## src/rtl/tetris_input_if.sv

```systemverilog
// tetris_input_if: raw push-buttons and game enable in, one-cycle move requests out
interface tetris_input_if;
    logic game_en;
    logic btn_down;
    logic btn_left;
    logic btn_right;
    logic btn_rotate;
    logic down;
    logic left;
    logic right;
    logic rotate;
    modport master (output game_en, btn_down, btn_left, btn_right, btn_rotate, input down, left, right, rotate);
    modport slave (input game_en, btn_down, btn_left, btn_right, btn_rotate, output down, left, right, rotate);
endinterface

```

## src/rtl/tetris_input_ctrl.sv

```systemverilog
// tetris_input_ctrl: sync, debounce, edge pulse and DAS/ARR auto-repeat for the four game buttons (gm_clk, gm_rst, io.slave)
module tetris_input_ctrl #(
    parameter int DEBOUNCE_CYCLES = 2,
    parameter int DAS_DELAY = 10,
    parameter int ARR_PERIOD = 3
) (
    input logic gm_clk,
    input logic gm_rst,
    tetris_input_if.slave io
);
    localparam int DW = $clog2(DEBOUNCE_CYCLES) + 1;
    localparam int RMAX = DAS_DELAY > ARR_PERIOD ? DAS_DELAY : ARR_PERIOD;
    localparam int RW = $clog2(RMAX) + 1;
    typedef enum logic [1:0] {IDLE, DELAY, REPEAT, HELD} state_t;
    logic [3:0] btn, db, raw, out_q;
    assign btn = {io.btn_rotate, io.btn_right, io.btn_left, io.btn_down};
    for (genvar i = 0; i < 4; i++) begin : g_btn
        logic s1, s2, d;
        logic [DW-1:0] dcnt;
        logic [RW-1:0] rcnt, rcnt_n;
        state_t st, st_n;
        logic p;
        always_ff @(posedge gm_clk) begin
            if (gm_rst) begin
                s1 <= 1'b0;
                s2 <= 1'b0;
                d <= 1'b0;
                dcnt <= '0;
            end else begin
                s1 <= btn[i];
                s2 <= s1;
                if (s2 == d) dcnt <= '0;
                else if (dcnt == DW'(DEBOUNCE_CYCLES - 1)) begin
                    d <= s2;
                    dcnt <= '0;
                end else dcnt <= dcnt + 1'b1;
            end
        end
        assign db[i] = d;
        // release is tested before the terminal count so it wins over a due pulse
        always_comb begin
            st_n = st;
            rcnt_n = rcnt;
            p = 1'b0;
            if (!io.game_en) st_n = IDLE;
            else case (st)
                IDLE: if (d) begin
                    p = 1'b1;
                    rcnt_n = '0;
                    st_n = (i == 3) ? HELD : DELAY;
                end
                DELAY: if (!d) st_n = IDLE;
                else if (rcnt == RW'(DAS_DELAY - 1)) begin
                    p = 1'b1;
                    rcnt_n = '0;
                    st_n = REPEAT;
                end else rcnt_n = rcnt + 1'b1;
                REPEAT: if (!d) st_n = IDLE;
                else if (rcnt == RW'(ARR_PERIOD - 1)) begin
                    p = 1'b1;
                    rcnt_n = '0;
                end else rcnt_n = rcnt + 1'b1;
                HELD: st_n = d ? HELD : IDLE;
            endcase
        end
        always_ff @(posedge gm_clk) begin
            if (gm_rst) begin
                st <= IDLE;
                rcnt <= '0;
            end else begin
                st <= st_n;
                rcnt <= rcnt_n;
            end
        end
        assign raw[i] = p;
    end
    // left and right cancel each other while the opposite button is held
    always_ff @(posedge gm_clk) begin
        if (gm_rst) out_q <= '0;
        else out_q <= {raw[3], raw[2] & ~db[1], raw[1] & ~db[2], raw[0]} & {4{io.game_en}};
    end
    assign io.down = out_q[0];
    assign io.left = out_q[1];
    assign io.right = out_q[2];
    assign io.rotate = out_q[3];
endmodule

```

## src/flat_wrapper.sv

```systemverilog
// flat-port wrapper written by rule: the top's interface ports become plain ports
module tetris_input_ctrl_flat 
#(
    parameter int DEBOUNCE_CYCLES = 2,
    parameter int DAS_DELAY = 10,
    parameter int ARR_PERIOD = 3
)
  (gm_clk, gm_rst, io_game_en, io_btn_down, io_btn_left, io_btn_right, io_btn_rotate, io_down, io_left, io_right, io_rotate);
  tetris_input_if io_i ();
  input logic gm_clk;
  input logic gm_rst;
  input wire logic [$bits(io_i.game_en)-1:0] io_game_en;
  input wire logic [$bits(io_i.btn_down)-1:0] io_btn_down;
  input wire logic [$bits(io_i.btn_left)-1:0] io_btn_left;
  input wire logic [$bits(io_i.btn_right)-1:0] io_btn_right;
  input wire logic [$bits(io_i.btn_rotate)-1:0] io_btn_rotate;
  output wire logic [$bits(io_i.down)-1:0] io_down;
  output wire logic [$bits(io_i.left)-1:0] io_left;
  output wire logic [$bits(io_i.right)-1:0] io_right;
  output wire logic [$bits(io_i.rotate)-1:0] io_rotate;
  assign io_i.game_en = io_game_en;
  assign io_i.btn_down = io_btn_down;
  assign io_i.btn_left = io_btn_left;
  assign io_i.btn_right = io_btn_right;
  assign io_i.btn_rotate = io_btn_rotate;
  assign io_down = io_i.down;
  assign io_left = io_i.left;
  assign io_right = io_i.right;
  assign io_rotate = io_i.rotate;
  tetris_input_ctrl #(.DEBOUNCE_CYCLES(DEBOUNCE_CYCLES), .DAS_DELAY(DAS_DELAY), .ARR_PERIOD(ARR_PERIOD)) u_core (.gm_clk(gm_clk), .gm_rst(gm_rst), .io(io_i));
endmodule
```

## config.mk

```make
export PLATFORM = sky130hd
export DESIGN_NAME = tetris_input_ctrl_flat
export DESIGN_NICKNAME = d
export VERILOG_FILES = /design/src/rtl/tetris_input_if.sv /design/src/rtl/tetris_input_ctrl.sv /design/src/flat_wrapper.sv
export SDC_FILE = /design/constraint.sdc
export NUM_CORES = 1
export LEC_CHECK = 0
export CORE_ASPECT_RATIO = 1.2
export CORE_MARGIN = 4
export CORE_UTILIZATION = 41
export DETAILED_ROUTE_END_ITERATION = 16
export SLEW_MARGIN = 20
export SYNTH_ARGS = -nofsm -noshare
export SYNTH_HDL_FRONTEND = slang
export SYNTH_SLANG_ARGS = --single-unit
```

## constraint.sdc

```tcl
create_clock -name gm_clk -period 4.81 [get_ports gm_clk]
set_clock_uncertainty 0.15 [all_clocks]
set_input_delay 0.481 -clock gm_clk [delete_from_list [all_inputs] [get_ports gm_clk]]
set_output_delay 0.481 -clock gm_clk [all_outputs]
set_load 0.05 [all_outputs]
```

==> summary.txt, run 1 <==
Total Routed Length -> 5310 um
post-DR vias/cell -> 5.32
TritonCTS Buffers -> 5
n_diodes -> 0
row cnt -> 33
Mapped Area -> 0.00299 mm2
yosys warns -> 0
proportion of synthesized area in mux cells -> 0.0314
Period minus WS final -> 2.08 ns
Synth Area in Adders -> 0.163
Tcrit/Tclk final -> 0.432
Data required, critical path -> 4.18 ns
syn_nets -> 371
unrepaired setup endpoints after global routing -> false
CTS resizes -> 0
CTS sink cnt -> 52
Compound-Gate Fraction of Synth Area -> 0.165
Final #Nets -> 381
Util after Layout -> 0.469
Setup TNS Final -> 0 ns
CP peak stage delay -> 0.80 ns
Crit Path Category -> reg2out
DR DRC count -> 0
max_cap viols -> 0
Synth cell types -> 58
slowest library cell on the worst path -> clkdlybuf4s50_1
worst-margin pin slew -> 0.550 ns
CTS max path bufs -> 2
clock slew at reported path FFs -> 0.09 ns
pin count of the biggest net entering global routing -> 36
first-pass GRT wire length -> 9340 um
Crit Reg-Reg Startpoint -> u_core.g_btn[3].st[0]
CTS root buffer -> clkbuf_8
Max-Slew Margin vs Limit -> 0.633
simple-gate share of the synthesized area -> 0.221
GP Congestion -> 0.798
Async SR Flop Fraction -> 0
die width -> 85.9 um
gr usage total -> 0.130
hold buffer count at cts -> 0
CTS tree -> done
critical path arrival -> 1.45 ns
initial antenna violation count -> 0
status -> completed
Final setup viols -> 0
Post-DRT Antenna Nets -> 0
Achievable Freq -> 481 MHz
layout cell share with drive strength beyond 1 -> 0.0863
vias in the first global route -> 2119
critical path, cell by cell -> clkdlybuf4s50_1
min-delay worst type -> reg2reg
Starting DRT DRC Count -> 43
Synth-to-Final Area Change -> 9.59%
Worst Hold Launch -> u_core.g_btn[2].dcnt[0]
Fin. Hold Viols -> 0
register area share after synthesis -> 0.348
Vias -> 2250
P_leak -> 1.18 nW
Pwr Density -> 235 mW/mm2
WL/cell -> 12.5 um
syn_area_per_cell -> 9.19 um2
core box area -> 0.00698 mm2
max-slew violation count -> 0
drt first pass iters -> 4
Die H -> 102 um
Post-synth EDFFs -> 0
H-tree Lvls -> 2
largest family of logic cells by synthesized area -> simple AND/OR/NAND/NOR gates
# IOs -> 11
most common cell after layout, fill and taps aside -> dfxtp_1
clock latency at the later pin of the worst-skew pair -> 0.30 ns
Initial Utilization -> 0.428
leading cell types in the layout, fill and taps excluded -> 52 x dfxtp_1, 39 x ha_1, 30 x inv_1
critical-path maximum fanout -> 1
Synth Register Bits -> 52
Finished Layout Cells -> 423
CP endpoint kind -> output port
Synth Flop Type -> dfxtp_1
crit path buf inv count -> 1
Top Family by Delay on Critical Path -> buffers and inverters
I/O Buffers -> 10
Post-Synthesis Cells -> 325
Peak VDD IR -> 115 uV
Critical Path Source -> u_core.out_q[0]
Worst Setup Start Kind -> register
post-synthesis xor/xnor area fraction -> 0.0205
Detail Placement HPWL -> 3910 um
placed insts -> 415
# Post-CTS Setup Buffers -> 0
die area -> 0.00872 mm2
grt ovf -> 0
## cell families after synthesis
logic type,count (synthesis)
simple gates,115
buf+inv,38
mux,9
flops,52
compound gates,65
fa+ha+maj,39
xor+xnor,7
## sequential cells by signal (all words and copies together) (netlist names)
register,cells
u_core.g_btn.d,4
u_core.g_btn.s1,4
u_core.g_btn.s2,4
u_core.g_btn.rcnt,20
u_core.g_btn.st,8
u_core.g_btn.dcnt,8
u_core.out_q,4
## power breakdown
group          switching (W)  internal (W)   total, W
Combinational      0.0000184     0.0000161  0.0000345
Clock               0.000142      0.000155   0.000296
Sequential        0.00000335      0.000435   0.000439
Total               0.000164      0.000606   0.000770
## synthesized netlist by cell type (6+ instances only)
master	number	area share
nor3_1	7	0.012
nand2_1	23	0.029
ha_1	39	0.16
a21oi_1	6	0.010
nor2_1	27	0.034
nand3_1	13	0.022
mux2i_1	6	0.020
inv_1	30	0.038
xnor2_1	7	0.021
dfxtp_1	52	0.35
o22ai_1	8	0.017
nor2b_1	9	0.019
o21ai_0	9	0.015
## path summary, 6_finish.rpt
path | end | slack (ns) | cells past startpoint
max | io_down | 2.73 | 1
min | u_core.g_btn[2].dcnt[0] | 0.28 | 1
max reg2reg | u_core.g_btn[3].rcnt[1] | 2.79 | 6
min reg2reg | u_core.g_btn[2].dcnt[0] | 0.28 | 1
## through the flow
stage | hold WS (ns) | cell area, um2 | setup WS [ns] | power, W
after global placement | 0.257 | 3170 | 2.53 | 0.000483
after CTS | 0.280 | 3270 | 2.69 | 0.000787
final | 0.277 | 3270 | 2.73 | 0.000770
after detailed placement | 0.259 | 3170 | 2.48 | 0.000484
after floorplan | 0.247 | 2990 | 2.96 | 0.000472
after global routing | 0.297 | 3270 | 2.66 | 0.000807
## area by class of cell
cell class / count / area, um2
clock buffer: 6 / 72.6
clock inverter: 2 / 35.0
fill: 657 / 3700
inverter: 30 / 113
multi-input combinational: 235 / 1800
sequential: 52 / 1040
tap: 87 / 109
timing repair buffer: 11 / 108
## metal layers
layer	GRT usage	wire, um	vias to the layer above
li1	-	-	1162
met1	0.163	2590	1054
met2	0.218	2470	25
met3	0.0277	148	9
met4	0.0463	95	0
met5	0	0	-
Note: power is estimated with default switching activity, not from simulation.
==> run 2, diff against run 1 <==
Clock period 4.81 ns to 2.1 ns, I/O delays scaled along.
==> summary.txt, run 2 (synthesis gave the netlist of run 1 again) <==
status -> completed
Crit Reg-Reg Startpoint -> u_core.g_btn[3].st[1]
Fin. Hold Viols -> 0 (unchanged)
post-DR vias/cell -> 5.18 (-2.6%)
pin count of the biggest net entering global routing -> 21 (-42%)
r2r endpoint -> u_core.g_btn[3].rcnt[1]
Worst Hold Launch -> u_core.g_btn[3].dcnt[0]
number of flip-flops in the largest register -> 20 (unchanged)
die width -> 85.9 um (unchanged)
Detail Placement HPWL -> 3860 um (-1.2%)
Synth-to-Final Area Change -> 11.1%
Initial Utilization -> 0.428 (unchanged)
drt first pass iters -> 4 (unchanged)
Period minus WS final -> 1.94 ns
WL/cell -> 12.1 um (-3.9%)
leading cell types in the layout, fill and taps excluded -> 51 x dfxtp_1, 39 x ha_1, 30 x inv_1
CTS max path bufs -> 2 (unchanged)
CP endpoint kind -> register
P_leak -> 1.20 nW (+1.9%)
unrepaired setup endpoints after global routing -> false
vias in the first global route -> 2011 (-5.1%)
Setup WS pre-CTS -> 0.0942 ns (-2.39 ns)
Die H -> 102 um (unchanged)
clock latency at the later pin of the worst-skew pair -> 0.31 ns (about the same)
CP peak stage delay -> 0.42 ns (-0.38 ns)
Final setup viols -> 0 (unchanged)
Max-Slew Margin vs Limit -> 0.668 (+0.0356)
Setup WS post-layout -> 0.158 ns (-2.57 ns)
critical path arrival -> 1.98 ns (+0.53 ns)
layout cell share with drive strength beyond 1 -> 0.105 (+0.0190)
TritonCTS Buffers -> 5 (unchanged)
Data required, critical path -> 2.14 ns (-2.04 ns)
Achievable Freq -> 515 MHz
largest register by flop count -> u_core.g_btn.rcnt
row cnt -> 33 (unchanged)
Regs by FF count -> u_core.g_btn.rcnt: 20 flops, u_core.g_btn.dcnt: 8 flops, u_core.g_btn.st: 8 flops
Tcrit/Tclk final -> 0.925
max_cap viols -> 0 (unchanged)
initial antenna violation count -> 0 (unchanged)
I/O Buffers -> 10 (unchanged)
Top Family by Delay on Critical Path -> compound AO/OA/AOI/OAI gates
Setup TNS Final -> 0 ns (unchanged)
die area -> 0.00872 mm2 (unchanged)
core box area -> 0.00698 mm2 (unchanged)
CTS sink cnt -> 52 (unchanged)
CTS tree -> done
Worst R2R Setup Slack -> 0.16 ns (-2.63 ns)
Vias -> 2223 (-1.2%)
min-delay worst type -> reg2reg
DR DRC count -> 0 (unchanged)
max-slew violation count -> 0 (unchanged)
Hold Path Sink -> u_core.g_btn[3].dcnt[0]
Total Routed Length -> 5180 um (-2.5%)
GP Congestion -> 0.846 (+6.1%)
Starting DRT DRC Count -> 62 (+44%)
# IOs -> 11 (unchanged)
Final #Nets -> 387 (+1.6%)
Pwr Density -> 511 mW/mm2 (+120%)
grt ovf -> 0 (unchanged)
crit path buf inv count -> 1 (unchanged)
H-tree Lvls -> 2 (unchanged)
Peak VDD IR -> 329 uV (+190%)
CTS root buffer -> clkbuf_8
clock slew at reported path FFs -> 0.09 ns (about the same)
Crit Path Category -> reg2reg
Post-DRT Antenna Nets -> 0 (unchanged)
r2r worst-path depth -> 6 (unchanged)
critical path, cell by cell -> inv_1 -> ha_1 -> or3_4 -> a21o_1 -> o21bai_2 -> a211oi_1
first-pass GRT wire length -> 8770 um (-6.1%)
most common cell after layout, fill and taps aside -> dfxtp_1
critical-path maximum fanout -> 5 (+4)
slowest library cell on the worst path -> dfxtp_1
Worst Setup Start Kind -> register
n_diodes -> 0 (unchanged)
gr usage total -> 0.122 (-0.00737)
Critical Path Source -> u_core.g_btn[3].st[1]
worst-margin pin slew -> 0.496 ns (-0.0533 ns)
Hold Crit Depth -> 1 (unchanged)
[run 2: cell types whose count changed in the layout (fill, tap and decap cells not counted), sizes merged]
| cell | change |
|---|---|
| buf | +6 |
| bufinv | -1 |
| clkbuf | +1 |
| clkinv | -1 |
| clkinvlp | +1 |
[run 2: worst max path at each step]
stage / end / slack, ns / depth (start not counted)
4_1_cts: u_core.g_btn[3].rcnt[1] / 0.11 / 6
3_5_place_dp: u_core.g_btn[2].rcnt[2] / 0.09 / 6
2_1_floorplan: u_core.g_btn[3].rcnt[1] / 0.25 / 6
6_report: u_core.g_btn[3].rcnt[1] / 0.16 / 6
5_1_grt: u_core.g_btn[2].rcnt[3] / 0.008 / 6
3_3_place_gp: u_core.g_btn[3].rcnt[1] / 0.11 / 6
[run 2: cell type report]
class	count	area, um2
fillers	666	3660
multi-input cells	235	1800
flip-flops and latches	52	1040
repair buffers	17	165
inverters	30	113
well taps	87	109
clock buffers	7	86.3
clock inverters	1	7.51
[run 2: timing repair]
item,in CTS,in global routing
endpoints found under the setup margin,0,5
setup buffers,0,0
gates resized for setup,0,1
hold buffers,0,0
[run 2: stage by stage]
step                hold WS, ns  std cells  instance area (um2)  total power, W   util
floorplan                 0.188        325                 2990         0.00108      -
global placement          0.258        421                 3220         0.00112  0.462
detailed placement        0.261        421                 3220         0.00112  0.462
CTS                       0.281        429                 3320         0.00173  0.476
global route              0.288        429                 3320         0.00177  0.476
finish                    0.274        429                 3320         0.00170  0.476
[run 2: per-layer routing]
layer | wire [um] | global-route usage | vias to the layer above
met5 | 0 | 0 | -
li1 | - | - | 1177
met4 | 73 | 0.0438 | 0
met1 | 2500 | 0.145 | 1017
met2 | 2470 | 0.216 | 23
met3 | 133 | 0.0269 | 6
[run 2: power by group]
| part | total [W] | internal (W) | switching (W) |
|---|---|---|---|
| logic | 0.0000879 | 0.0000442 | 0.0000437 |
| registers | 0.00101 | 0.000998 | 0.00000753 |
| clock network | 0.000604 | 0.000269 | 0.000335 |
